<file path="config.mk">
export PLATFORM = sky130hd
export DESIGN_NAME = line_buffer_ctrl
export DESIGN_NICKNAME = d
export VERILOG_FILES = /design/src/rtl/fir_pkg.sv /design/src/rtl/sync_edge_delay.sv /design/src/rtl/line_buffer_ctrl.sv
export SDC_FILE = /design/constraint.sdc
export NUM_CORES = 1
export LEC_CHECK = 0
export BUFFER_PORTS_ARGS = -buffer_cell sky130_fd_sc_hd__clkbuf_2
export CORE_MARGIN = 5
export CORE_UTILIZATION = 45
export DETAILED_ROUTE_END_ITERATION = 10
export PLACE_DENSITY_LB_ADDON = 0.25
export SLEW_MARGIN = 20
export SYNTH_ARGS = -nofsm -noshare
export SYNTH_HDL_FRONTEND = slang
export SYNTH_SLANG_ARGS = --single-unit
export TNS_END_PERCENT = 50
</file>
<file path="constraint.sdc">
create_clock -name clk -period 5.9 [get_ports clk]
set_clock_uncertainty 0.1 [all_clocks]
set_input_delay 0.59 -clock clk [delete_from_list [all_inputs] [get_ports clk]]
set_output_delay 0.59 -clock clk [all_outputs]
set_load 0.02 [all_outputs]
</file>
<file path="src/rtl/fir_pkg.sv">
// Shared constants, FSM encoding and bank-select helper for the 2D FIR line-buffer path.
package fir_pkg;

  localparam int unsigned X_W       = 11;
  localparam int unsigned Y_W       = 11;
  localparam int unsigned BANKS     = 4;
  localparam int unsigned KERNEL    = BANKS + 1;
  localparam int unsigned MAX_WIDTH = 2000;
  localparam int unsigned PAD_LINES = (KERNEL - 1) / 2;
  localparam int unsigned OUT_DLY   = 2;
  localparam int unsigned SEL_W     = $clog2(BANKS);

  typedef enum logic [1:0] {
    StWaitVs = 2'd0,
    StFill   = 2'd1,
    StRun    = 2'd2,
    StFlush  = 2'd3
  } state_e;

  // One-hot write enable for the bank holding line y (y mod BANKS).
  function automatic logic [BANKS-1:0] bank_onehot(input logic [SEL_W-1:0] y);
    logic [BANKS-1:0] oh;
    oh    = '0;
    oh[y] = 1'b1;
    return oh;
  endfunction

endpackage

</file>
<file path="src/rtl/sync_edge_delay.sv">
// Rising-edge detector plus a Dly-deep shift register for one video sync signal.
module sync_edge_delay #(
  parameter int unsigned Dly = 2
) (
  input  logic i_clk,
  input  logic i_rst_n,
  input  logic i_sig,
  output logic o_edge,
  output logic o_dly
);

  logic           r_q;
  logic [Dly-1:0] r_sr;

  always_ff @(posedge i_clk) begin
    if (!i_rst_n) begin
      r_q  <= 1'b0;
      r_sr <= '0;
    end else begin
      r_q  <= i_sig;
      r_sr <= (r_sr << 1) | Dly'(i_sig);
    end
  end

  assign o_edge = i_sig & ~r_q;
  assign o_dly  = r_sr[Dly-1];

endmodule

</file>
<file path="src/rtl/line_buffer_ctrl.sv">
// Line-buffer sequencer for the 5x5 FIR window: tracks pixel/line position from the
// video syncs and drives bank writes, addresses, zero padding and window-valid.
module line_buffer_ctrl
  import fir_pkg::*;
(
  input  logic             clk,
  input  logic             rst,
  input  logic             dv_i,
  input  logic             hs_i,
  input  logic             vs_i,
  output logic [BANKS-1:0] bank_we,
  output logic [X_W-1:0]   wr_addr,
  output logic [X_W-1:0]   rd_addr,
  output logic [SEL_W-1:0] rot_sel,
  output logic             pad_sel,
  output logic [X_W-1:0]   x_index,
  output logic [Y_W-1:0]   y_index,
  output logic             win_valid,
  output logic             dv_o,
  output logic             hs_o,
  output logic             vs_o,
  output logic [X_W-1:0]   line_width,
  output logic [Y_W-1:0]   frame_height,
  output logic             ovf_err
);

  localparam logic [X_W-1:0] MaxX      = X_W'(MAX_WIDTH);
  localparam logic [X_W-1:0] KernXLast = X_W'(KERNEL - 1);
  localparam logic [Y_W-1:0] YFillLast = Y_W'(KERNEL - 2);
  localparam logic [1:0]     FlLast    = 2'(PAD_LINES - 1);

  state_e               r_state, w_state_d;
  logic [X_W-1:0]       r_x, w_x_d;
  logic [Y_W-1:0]       r_y, w_y_d;
  logic [X_W-1:0]       r_lw, w_lw_d;
  logic [Y_W-1:0]       r_fh, w_fh_d;
  logic                 r_ovf, w_ovf_d;
  logic [1:0]           r_fl, w_fl_d;
  logic [BANKS-1:0]     r_we;
  logic [X_W-1:0]       r_addr;
  logic [SEL_W-1:0]     r_rot;
  logic                 r_pad;
  logic [OUT_DLY-1:0]   r_dv_sr, r_win_sr;
  logic                 w_hs_edge, w_vs_edge;
  logic                 w_dv_int, w_wr_en, w_win;

  sync_edge_delay #(.Dly(OUT_DLY)) u_hs_sync (
    .i_clk   (clk),
    .i_rst_n (rst),
    .i_sig   (hs_i),
    .o_edge  (w_hs_edge),
    .o_dly   (hs_o)
  );

  sync_edge_delay #(.Dly(OUT_DLY)) u_vs_sync (
    .i_clk   (clk),
    .i_rst_n (rst),
    .i_sig   (vs_i),
    .o_edge  (w_vs_edge),
    .o_dly   (vs_o)
  );

  always_comb begin
    w_state_d = r_state;
    w_x_d     = r_x;
    w_y_d     = r_y;
    w_lw_d    = r_lw;
    w_fh_d    = r_fh;
    w_ovf_d   = r_ovf;
    w_fl_d    = r_fl;
    w_dv_int  = 1'b0;
    w_wr_en   = 1'b0;
    w_win     = 1'b0;
    if (w_vs_edge) w_ovf_d = 1'b0;

    unique case (r_state)
      StWaitVs: begin
        if (w_vs_edge) begin
          w_state_d = StFill;
          w_x_d     = '0;
          w_y_d     = '0;
        end
      end
      StFill, StRun: begin
        if (w_vs_edge) begin
          // vs beats a coincident hs; the width of the closing line is still kept.
          if (w_hs_edge) w_lw_d = r_x;
          w_x_d = '0;
          if (r_state == StRun) begin
            w_fh_d    = r_y + Y_W'(1);
            w_y_d     = r_y + Y_W'(1);
            w_fl_d    = '0;
            w_state_d = StFlush;
          end else begin
            w_y_d = '0;
          end
        end else if (w_hs_edge) begin
          w_lw_d = r_x;
          w_x_d  = '0;
          w_y_d  = r_y + Y_W'(1);
          if (r_state == StFill && r_y == YFillLast) w_state_d = StRun;
        end else if (dv_i) begin
          w_dv_int = 1'b1;
          if (r_x == MaxX) begin
            w_ovf_d = 1'b1;
          end else begin
            w_wr_en = 1'b1;
            w_x_d   = r_x + X_W'(1);
            w_win   = (r_state == StRun) && (r_x >= KernXLast);
          end
        end
      end
      StFlush: begin
        if (dv_i) begin
          w_ovf_d   = 1'b1;
          w_state_d = StFill;
          w_x_d     = '0;
          w_y_d     = '0;
        end else if (r_lw == '0) begin
          w_state_d = StFill;
          w_x_d     = '0;
          w_y_d     = '0;
        end else if (r_x == r_lw) begin
          // Synthetic line-end cycle: no write, advance to the next pad line.
          w_x_d = '0;
          if (r_fl == FlLast) begin
            w_state_d = StFill;
            w_y_d     = '0;
          end else begin
            w_fl_d = r_fl + 2'd1;
            w_y_d  = r_y + Y_W'(1);
          end
        end else begin
          w_dv_int = 1'b1;
          w_wr_en  = 1'b1;
          w_x_d    = r_x + X_W'(1);
        end
      end
      default: w_state_d = StWaitVs;
    endcase
  end

  always_ff @(posedge clk) begin
    if (!rst) begin
      r_state  <= StWaitVs;
      r_x      <= '0;
      r_y      <= '0;
      r_lw     <= '0;
      r_fh     <= '0;
      r_ovf    <= 1'b0;
      r_fl     <= '0;
      r_we     <= '0;
      r_addr   <= '0;
      r_rot    <= '0;
      r_pad    <= 1'b0;
      r_dv_sr  <= '0;
      r_win_sr <= '0;
    end else begin
      r_state  <= w_state_d;
      r_x      <= w_x_d;
      r_y      <= w_y_d;
      r_lw     <= w_lw_d;
      r_fh     <= w_fh_d;
      r_ovf    <= w_ovf_d;
      r_fl     <= w_fl_d;
      r_we     <= w_wr_en ? bank_onehot(r_y[SEL_W-1:0]) : '0;
      r_addr   <= r_x;
      r_rot    <= r_y[SEL_W-1:0];
      r_pad    <= (r_state == StWaitVs) || (r_state == StFlush);
      r_dv_sr  <= (r_dv_sr << 1) | OUT_DLY'(w_dv_int);
      r_win_sr <= (r_win_sr << 1) | OUT_DLY'(w_win);
    end
  end

  assign bank_we      = r_we;
  assign wr_addr      = r_addr;
  assign rd_addr      = r_addr;
  assign rot_sel      = r_rot;
  assign pad_sel      = r_pad;
  assign x_index      = r_x;
  assign y_index      = r_y;
  assign win_valid    = r_win_sr[OUT_DLY-1];
  assign dv_o         = r_dv_sr[OUT_DLY-1];
  assign line_width   = r_lw;
  assign frame_height = r_fh;
  assign ovf_err      = r_ovf;

endmodule

</file>
==> results of run 1 <==
[flip-flops by register name, indices dropped and copies added (netlist names), 4 cells and up]
| signal | count |
|---|---|
| y_index | 11 |
| bank_we | 4 |
| line_width | 11 |
| rd_addr | 11 |
| frame_height | 11 |
| x_index | 11 |
[stage by stage]
| stage | utilization | power, mW | hold WS [ns] |
|---|---|---|---|
| 2_1_floorplan | - | 0.7648 | 0.3119 |
| 3_3_place_gp | 0.4981 | 0.8313 | 0.3183 |
| 3_5_place_dp | 0.4981 | 0.8388 | 0.3330 |
| 4_1_cts | 0.5244 | 1.250 | 0.3504 |
| 5_1_grt | 0.5258 | 1.309 | 0.3797 |
| 6_report | 0.5258 | 1.242 | 0.3487 |
[where the power goes]
group	total (mW)	leakage (nW)	switching (mW)	internal, mW
combinational	0.283	1.22	0.196	0.0870
clock	0.414	0.110	0.183	0.231
sequential	0.544	0.606	0.0169	0.528
[final cells by class]
| type | instances | area share |
|---|---|---|
| flip-flops and latches | 75 | 0.3528 |
| clock buffers | 13 | 0.03969 |
| repair buffers | 83 | 0.09821 |
| multi-input cells | 279 | 0.4566 |
| well taps | 105 | 0.03087 |
| clock inverters | 3 | 0.01029 |
| inverters | 13 | 0.01147 |
[cell usage after synthesis (2+ instances only)]
library cell and number:
dfxtp_1 75, nor2_1 38, nand2_1 30, xor2_1 27, and2_1 22, nor3_1 15, a211oi_1 14, ha_1 13
mux2i_1 13, nand3_1 13, clkbuf_1 12, buf_4 11, inv_1 11, a21oi_1 10, buf_2 10, a221o_1 8
a2111oi_0 6, nand2b_1 6, nand4_1 4, nor3b_1 4, o211ai_1 4, a31oi_1 3, and3_1 3, buf_1 3
nor2b_1 3, o21ai_0 3, o21ai_1 3, or3_1 3, a22o_1 2, a22oi_1 2, buf_6 2, inv_2 2
nand3b_1 2, nor4_1 2, nor4_2 2, nor4_4 2, o2111ai_1 2, o211a_1 2, o31ai_1 2, or4_1 2
[kinds of logic after synthesis]
family | Yosys count | share of synthesized area
AO/OA/AOI/OAI | 71 | 0.1545
XOR/XNOR | 28 | 0.06640
adder cells (fa/ha/maj) | 13 | 0.04404
buffers and inverters | 51 | 0.07046
flip-flops | 75 | 0.4065
multiplexers | 14 | 0.03828
AND/OR/NAND/NOR | 153 | 0.2198
[how the worst max path moves through the flow]
| stage | to | slack (ns) | cells after the start |
|---|---|---|---|
| finish | bank_we[2] | 3.31 | 6 |
| global route | bank_we[2] | 3.01 | 6 |
| CTS | y_index[9] | 3.19 | 6 |
| detailed placement | y_index[8] | 3.20 | 6 |
| global placement | y_index[8] | 3.24 | 6 |
| floorplan | r_fl[0] | 3.61 | 7 |
[layer usage]
| layer | part of all wire | vias up |
|---|---|---|
| met1 | 0.44 | 1459 |
| met2 | 0.48 | 92 |
| met5 | 0 | - |
| li1 | - | 1525 |
| met4 | 0.023 | 0 |
| met3 | 0.052 | 20 |
[critical path: cells and delay by family (launching register included)]
kind / cells / cell delay [ns]
adder cells (fa/ha/maj): 1 / 0.46
flip-flops: 1 / 0.41
buffers and inverters: 1 / 0.11
AO/OA/AOI/OAI: 1 / 0.17
AND/OR/NAND/NOR: 3 / 1.25
[placed cells by master (no fill, tap or decap), drive strengths merged, types with 14 or more instances in the layout]
master | netlist | routed
nor3 | 15 | 15
a211oi | 16 | 16
dfxtp | 75 | 75
nor2 | 38 | 38
nand2 | 30 | 30
xor2 | 27 | 27
clkbuf | 12 | 95
nand3 | 14 | 14
inv | 13 | 14
and2 | 22 | 22
==> flow_summary.toml, run 1 <==
[outcome]
status = "completed"

[layout]
drive_gt1_frac = 0.2382
area_growth_pct = 15.21
nets = 479
stdcell_count = 571
num_antenna_cells = 0
final_cell_area_um2 = 4255
seq_area_um2 = 1501
nFillCells = 789
multi_input_area_um2 = 1943

[logic_synthesis]
yosys.area.top_type_share = 0.4065
ys_ff_latch = 75
ys_top_cells_by_area = "dfxtp_1 (41%), xor2_1 (6.4%), ha_1 (4.4%), nor2_1 (3.9%), and2_1 (3.7%)"
synth_top_cell_by_area = "dfxtp_1"
synth_cells = 405
synth_edf_count = 0
syn_avg_cell_area_um2 = 9.120
yosysWarningCount = 0
ys_async_sr_fraction = 0
ys_seq_area_frac = 0.4065
synth.distinct_cells = 54
syn_area_um2 = 3694
syn_nets = 423
ys.flop_type = "dfxtp_1"

[global_routing]
antenna_found_initial = 0
overflow = 0
grt_first_pass_wirelength_um = 14580
top_usage_layer = "met2"
grt_start_max_net_pins = 29
grtUsageMet1 = 0.2285
met2_usage = 0.2927
grt_pass1_vias = 2942
track_usage = 0.1798
grt_use_met3 = 0.03253

[place]
numPlacedInstances = 555
globalplace.congestion = 0.8806
numPortBuffers = 82
place_hpwl_um = 6603
dp_slack_ns = 3.205
placed_area_um2 = 4031

[timing]
setup_viol_count_final = 0
fmax_mhz = 386.1
period_needed_ns = 2.590
slew_headroom = 0.4488
tightest_slew_ns = 0.8244
timing.setup.tns_ns = 0
finalWorstSetupSlack_ns = 3.310
rsz0062_at_grt = "false"
hold_violations = 0
drv_slew = 0
period_share = 0.4390

[min_path]
hold_depth = 1
min-delay-path-class = "reg2reg"
min_to = "r_dv_sr[1]"
hp-start = "r_dv_sr[0]"

[clock_network]
clk_latency_ns = 0.34
ctsHoldBuffers = 0
cts_buffers = 9
cts_tree = "done"
cts_setup_buffers = 0
clkTransAtPathRegs_ns = 0.07
cts_max_level = 3
cts_root_buffer = "clkbuf_8"
cts_buffer_depth = 2
cts_sinks = 75
cts_resized = 0

[floorplan]
start_util = 0.4564
rows = 33
dieArea_um2 = 10120
io_pins = 83
dieHeight_um = 100.6
die_w_um = 100.6
core_area_um2 = 8093

[critical_path]
rr_startpoint = "r_state[0]"
arrival_ns = 2.74
cpPeakStageDelay_ns = 0.52
cp-start-kind = "flop"
path_cells = "inv_1 -> ha_1 -> nand3_1 -> nor3_1 -> a21oi_1 -> nor3b_1"
worst-r2r-setup-slack_ns = 3.31
path_class = "reg2reg"
startpoint = "r_state[0]"
critical_path_required_ns = 6.05
crit_slowest_cell = "nand3_1"
r2r.worst_path.cells = 6
path_max_fanout = 17
r2r-end = "bank_we[2]"
endpoint_kind = "flop"

[job]
maxCapViolCount = 0

[drt]
avgRoutedWirePerCell_um = 15.79
antenna_left = 0
vias = 3096
drt_iter0_markers = 146
first_pass_iters = 4
drc_errors = 0
vias_per_cell = 5.422
routed_wl_um = 9016

[power_and_ir_drop]
power_per_cell_area_nw_per_um2 = 291.8
ir_drop_mv = 0.1049
p_leak_nw = 1.937
Power figures use the tool's default switching activity.
==> inputs of run 2 (changes only) <==
==> constraint.sdc (replaced) <==
create_clock -name clk -period 2.45 [get_ports clk]
set_clock_uncertainty 0.1 [all_clocks]
set_input_delay 0.245 -clock clk [delete_from_list [all_inputs] [get_ports clk]]
set_output_delay 0.245 -clock clk [all_outputs]
set_load 0.02 [all_outputs]
==> flow_summary.toml, run 2 (same netlist as run 1, synthesis figures left out) <==
[critical_path]
worst-r2r-setup-slack_ns = 0.15
critical_path_required_ns = 2.65
cp-start-kind = "flop"
arrival_ns = 2.50
rr_startpoint = "x_index[9]"
crit_slowest_cell = "dfxtp_1"
startpoint = "x_index[9]"
path_class = "reg2reg"
path_cells = "xor2_1 -> nor4_4 -> nand3_4 -> buf_4 -> a2111oi_0 -> a221o_1"
endpoint_kind = "flop"
path_max_fanout = 10
cpPeakStageDelay_ns = 0.49

[drt]
first_pass_iters = 4
routed_wl_um = 9225
vias = 3190
drc_errors = 0
antenna_left = 0
avgRoutedWirePerCell_um = 15.58
drt_iter0_markers = 112
vias_per_cell = 5.389

[power_and_ir_drop]
ir_drop_mv = 0.2662
power_per_cell_area_nw_per_um2 = 707.6
p_leak_nw = 2.037
total_power_mw = 3.125

[timing]
hold_violations = 0
timing.setup.tns_ns = 0
period_share = 0.9379
rsz0062_at_grt = "false"
tightest_slew_ns = 0.5581
fmax_mhz = 435.2
hold_ws_ns = 0.03345
setup_viol_count_final = 0
slew_headroom = 0.6251
drv_slew = 0
period_needed_ns = 2.298

[min_path]
hp-start = "vs_i"
min-delay-path-class = "in2reg"

[floorplan]
io_pins = 83
core_area_um2 = 8093
dieHeight_um = 100.6
die_w_um = 100.6
start_util = 0.4564
rows = 33
dieArea_um2 = 10120

[layout]
nets = 500
nFillCells = 777
drive_gt1_frac = 0.2690
num_antenna_cells = 0
multi_input_area_um2 = 1941
final_cell_mix = "clkbuf_2 (82), dfxtp_1 (75), nor2_1 (38)"
seq_area_um2 = 1501
final_cell_area_um2 = 4417
area_growth_pct = 19.58
final_common_cell = "clkbuf_2"

[place]
numPortBuffers = 82
globalplace.congestion = 0.8724
placed_area_um2 = 4189
place_hpwl_um = 6933

[global_routing]
track_usage = 0.1848
grt_start_max_net_pins = 28
antenna_found_initial = 0
overflow = 0
grt_pass1_vias = 2988
grt_first_pass_wirelength_um = 14860

[clock_network]
cts_root_buffer = "clkbuf_8"
clk_latency_ns = 0.36
cts_tree = "done"
cts_buffer_depth = 2
cts_sinks = 75
clkTransAtPathRegs_ns = 0.08
cts_max_level = 3
cts_buffers = 9
cts_setup_buffers = 0

[outcome]
status = "completed"

[job]
maxCapViolCount = 0
[run 2: layout make-up]
cell class                 instances  area share
multi-input combinational        279      0.4394
sequential                        75      0.3399
timing repair buffer             104      0.1303
clock buffer                      12     0.03286
tap                              105     0.02975
clock inverter                     4     0.01671
inverter                          13     0.01105
[run 2: routing by layer]
layer / up-vias / GRT usage / routed length [um]
li1: 1572 / - / -
met1: 1517 / 0.2465 / 4198
met2: 85 / 0.2916 / 4382
met3: 16 / 0.04498 / 518
met4: 0 / 0.06321 / 125
met5: - / 0 / 0
[run 2: through the flow]
stage	worst slack [ns]	util	instances
after floorplan	0.1573	-	405
after global placement	0.1581	0.5176	576
after detailed placement	0.1241	0.5176	576
after CTS	0.09793	0.5447	592
after global routing	0.05249	0.5458	592
final	0.1522	0.5458	592
[run 2: worst max-delay path: cells and delay by family, from the launching register on]
kind	cells	cell delay [ns]
simple gates	2	0.60
xor+xnor	1	0.15
buf+inv	1	0.23
flops	1	0.49
compound gates	2	0.66
[run 2: power by group]
group	total, mW	internal, mW	switching [mW]
Sequential	1.30	1.27	0.0344
Combinational	0.764	0.268	0.496
Clock	1.06	0.603	0.455
Total	3.13	2.14	0.985
[run 2: worst paths after layout]
path	cells after the start	endpoint
setup reg to reg	6	y_index[8]
hold reg to reg	1	r_dv_sr[1]
hold / removal	2	u_vs_sync.r_sr[0]
setup / recovery	6	y_index[8]
[run 2: repair_timing]
item	4_1_cts	5_1_grt
hold buffers	0	0
resized for setup	0	2
setup endpoints to repair	0	2
hold endpoints to repair	0	0
==> inputs of run 3 (changes only) <==
--- a/config.mk
+++ b/config.mk
@@ -10,6 +10,7 @@
 export CORE_UTILIZATION = 45
 export DETAILED_ROUTE_END_ITERATION = 10
 export PLACE_DENSITY_LB_ADDON = 0.25
+export RECOVER_POWER = 100
 export SLEW_MARGIN = 20
 export SYNTH_ARGS = -nofsm -noshare
 export SYNTH_HDL_FRONTEND = slang
==> flow_summary.toml, run 3 (same netlist as run 1, synthesis figures left out) <==
[drt]
drc_errors = 0
first_pass_iters = 4
avgRoutedWirePerCell_um = 15.64
vias_per_cell = 5.449
routed_wl_um = 9259
antenna_left = 0
drt_iter0_markers = 111
vias = 3226

[critical_path]
cpPeakStageDelay_ns = 0.50
crit_slowest_cell = "or4_1"
path_class = "reg2reg"
arrival_ns = 2.45
critical_path_required_ns = 2.62
critPathBufInv = 1
path_max_fanout = 5
rr_startpoint = "r_state[0]"
startpoint = "r_state[0]"
path_cells = "inv_1 -> ha_1 -> or3_1 -> a21o_1 -> or4_1 -> a31oi_1"
endpoint_kind = "flop"
cp-start-kind = "flop"
critPathTopFamily = "simple AND/OR/NAND/NOR gates"

[layout]
stdcell_count = 592
final_common_cell = "clkbuf_1"
num_antenna_cells = 0
drive_gt1_frac = 0.09651
final_cell_mix = "clkbuf_1 (84), dfxtp_1 (75), nor2_1 (38)"
fin_util = 0.5303
nets = 500
area_growth_pct = 16.19

[clock_network]
clk_latency_ns = 0.36
clkTransAtPathRegs_ns = 0.07
cts_buffers = 9
cts_tree = "done"
cts_max_level = 3
cts_sinks = 75
cts_root_buffer = "clkbuf_8"
cts_buffer_depth = 2

[global_routing]
grt_start_max_net_pins = 28
grt_first_pass_wirelength_um = 14860
grt_pass1_vias = 2988
overflow = 0
antenna_found_initial = 0
track_usage = 0.1848

[floorplan]
core_area_um2 = 8093
start_util = 0.4564
dieArea_um2 = 10120
io_pins = 83
dieHeight_um = 100.6
rows = 33
die_w_um = 100.6

[timing]
timing.setup.tns_ns = 0
tightest_slew_ns = 0.9331
rsz0062_at_grt = "false"
slew_headroom = 0.3780
period_needed_ns = 2.275
period_share = 0.9286
setup_viol_count_final = 0
fmax_mhz = 439.5
hold_violations = 0
drv_slew = 0

[job]
maxCapViolCount = 0

[place]
numPortBuffers = 82
place_hpwl_um = 6933
numPlacedInstances = 576
globalplace.congestion = 0.8724

[power_and_ir_drop]
power_per_cell_area_nw_per_um2 = 722.7
ir_drop_mv = 0.2666
p_leak_nw = 1.738

[outcome]
status = "completed"

[min_path]
hp-start = "vs_i"
min-delay-path-class = "in2reg"
==> run 3: worst paths after layout <==
kind	slack, ns	cells past startpoint	to
hold / removal	0.03	2	u_vs_sync.r_sr[0]
setup reg to reg	0.17	6	r_fl[0]
hold reg to reg	0.35	1	r_dv_sr[1]
setup / recovery	0.17	6	r_fl[0]
==> run 3: per-layer routing <==
metal,up-vias,GRT usage,wire length [um]
li1,1571,-,-
met1,1545,0.2465,4169
met2,93,0.2916,4382
met3,17,0.04498,584
met4,0,0.06321,123
met5,-,0,0
==> run 3: worst reg2reg max path: cells and delay by family, from the launching register on <==
kind	cells	cell delay, ns
adders and majority gates	1	0.31
DFF	1	0.41
buffers and inverters	1	0.11
AOI/OAI and AO/OA	2	0.40
and+or+nand+nor	2	0.87
==> run 3: power breakdown <==
part           total (mW)  switching [mW]  internal, mW  leakage (nW)
Sequential           1.30          0.0341          1.27         0.606
Clock                1.06           0.457         0.603         0.111
Combinational       0.738           0.493         0.245          1.02
Total                3.10           0.984          2.12          1.74
==> run 3: what timing repair did <==
action                     in CTS  in global routing
setup buffers                   0                  0
resized for setup               0                  2
hold buffers                    0                  0
setup endpoints to repair       0                  2
==> run 3: through the flow <==
| step | hold slack [ns] | power, mW | area [um^2] | worst slack (ns) |
|---|---|---|---|---|
| after global routing | 0.04683 | 3.248 | 4292 | 0.04485 |
| after CTS | 0.02560 | 3.145 | 4408 | 0.09793 |
| after detailed placement | 0.3364 | 2.092 | 4189 | 0.1241 |
| final | 0.03400 | 3.102 | 4292 | 0.1749 |
| after global placement | 0.3184 | 2.080 | 4189 | 0.1581 |
| after floorplan | 0.2667 | 1.842 | 3694 | 0.1573 |
==> run 3: area by class of cell <==
class,instances,area (um^2)
Sequential cell,75,1501
Multi-Input combinational cell,279,1936
Timing Repair Buffer,104,455.4
Tap cell,105,131.4
Clock buffer,12,145.1
Fill cell,831,3801
Clock inverter,4,73.82
Inverter,13,48.80
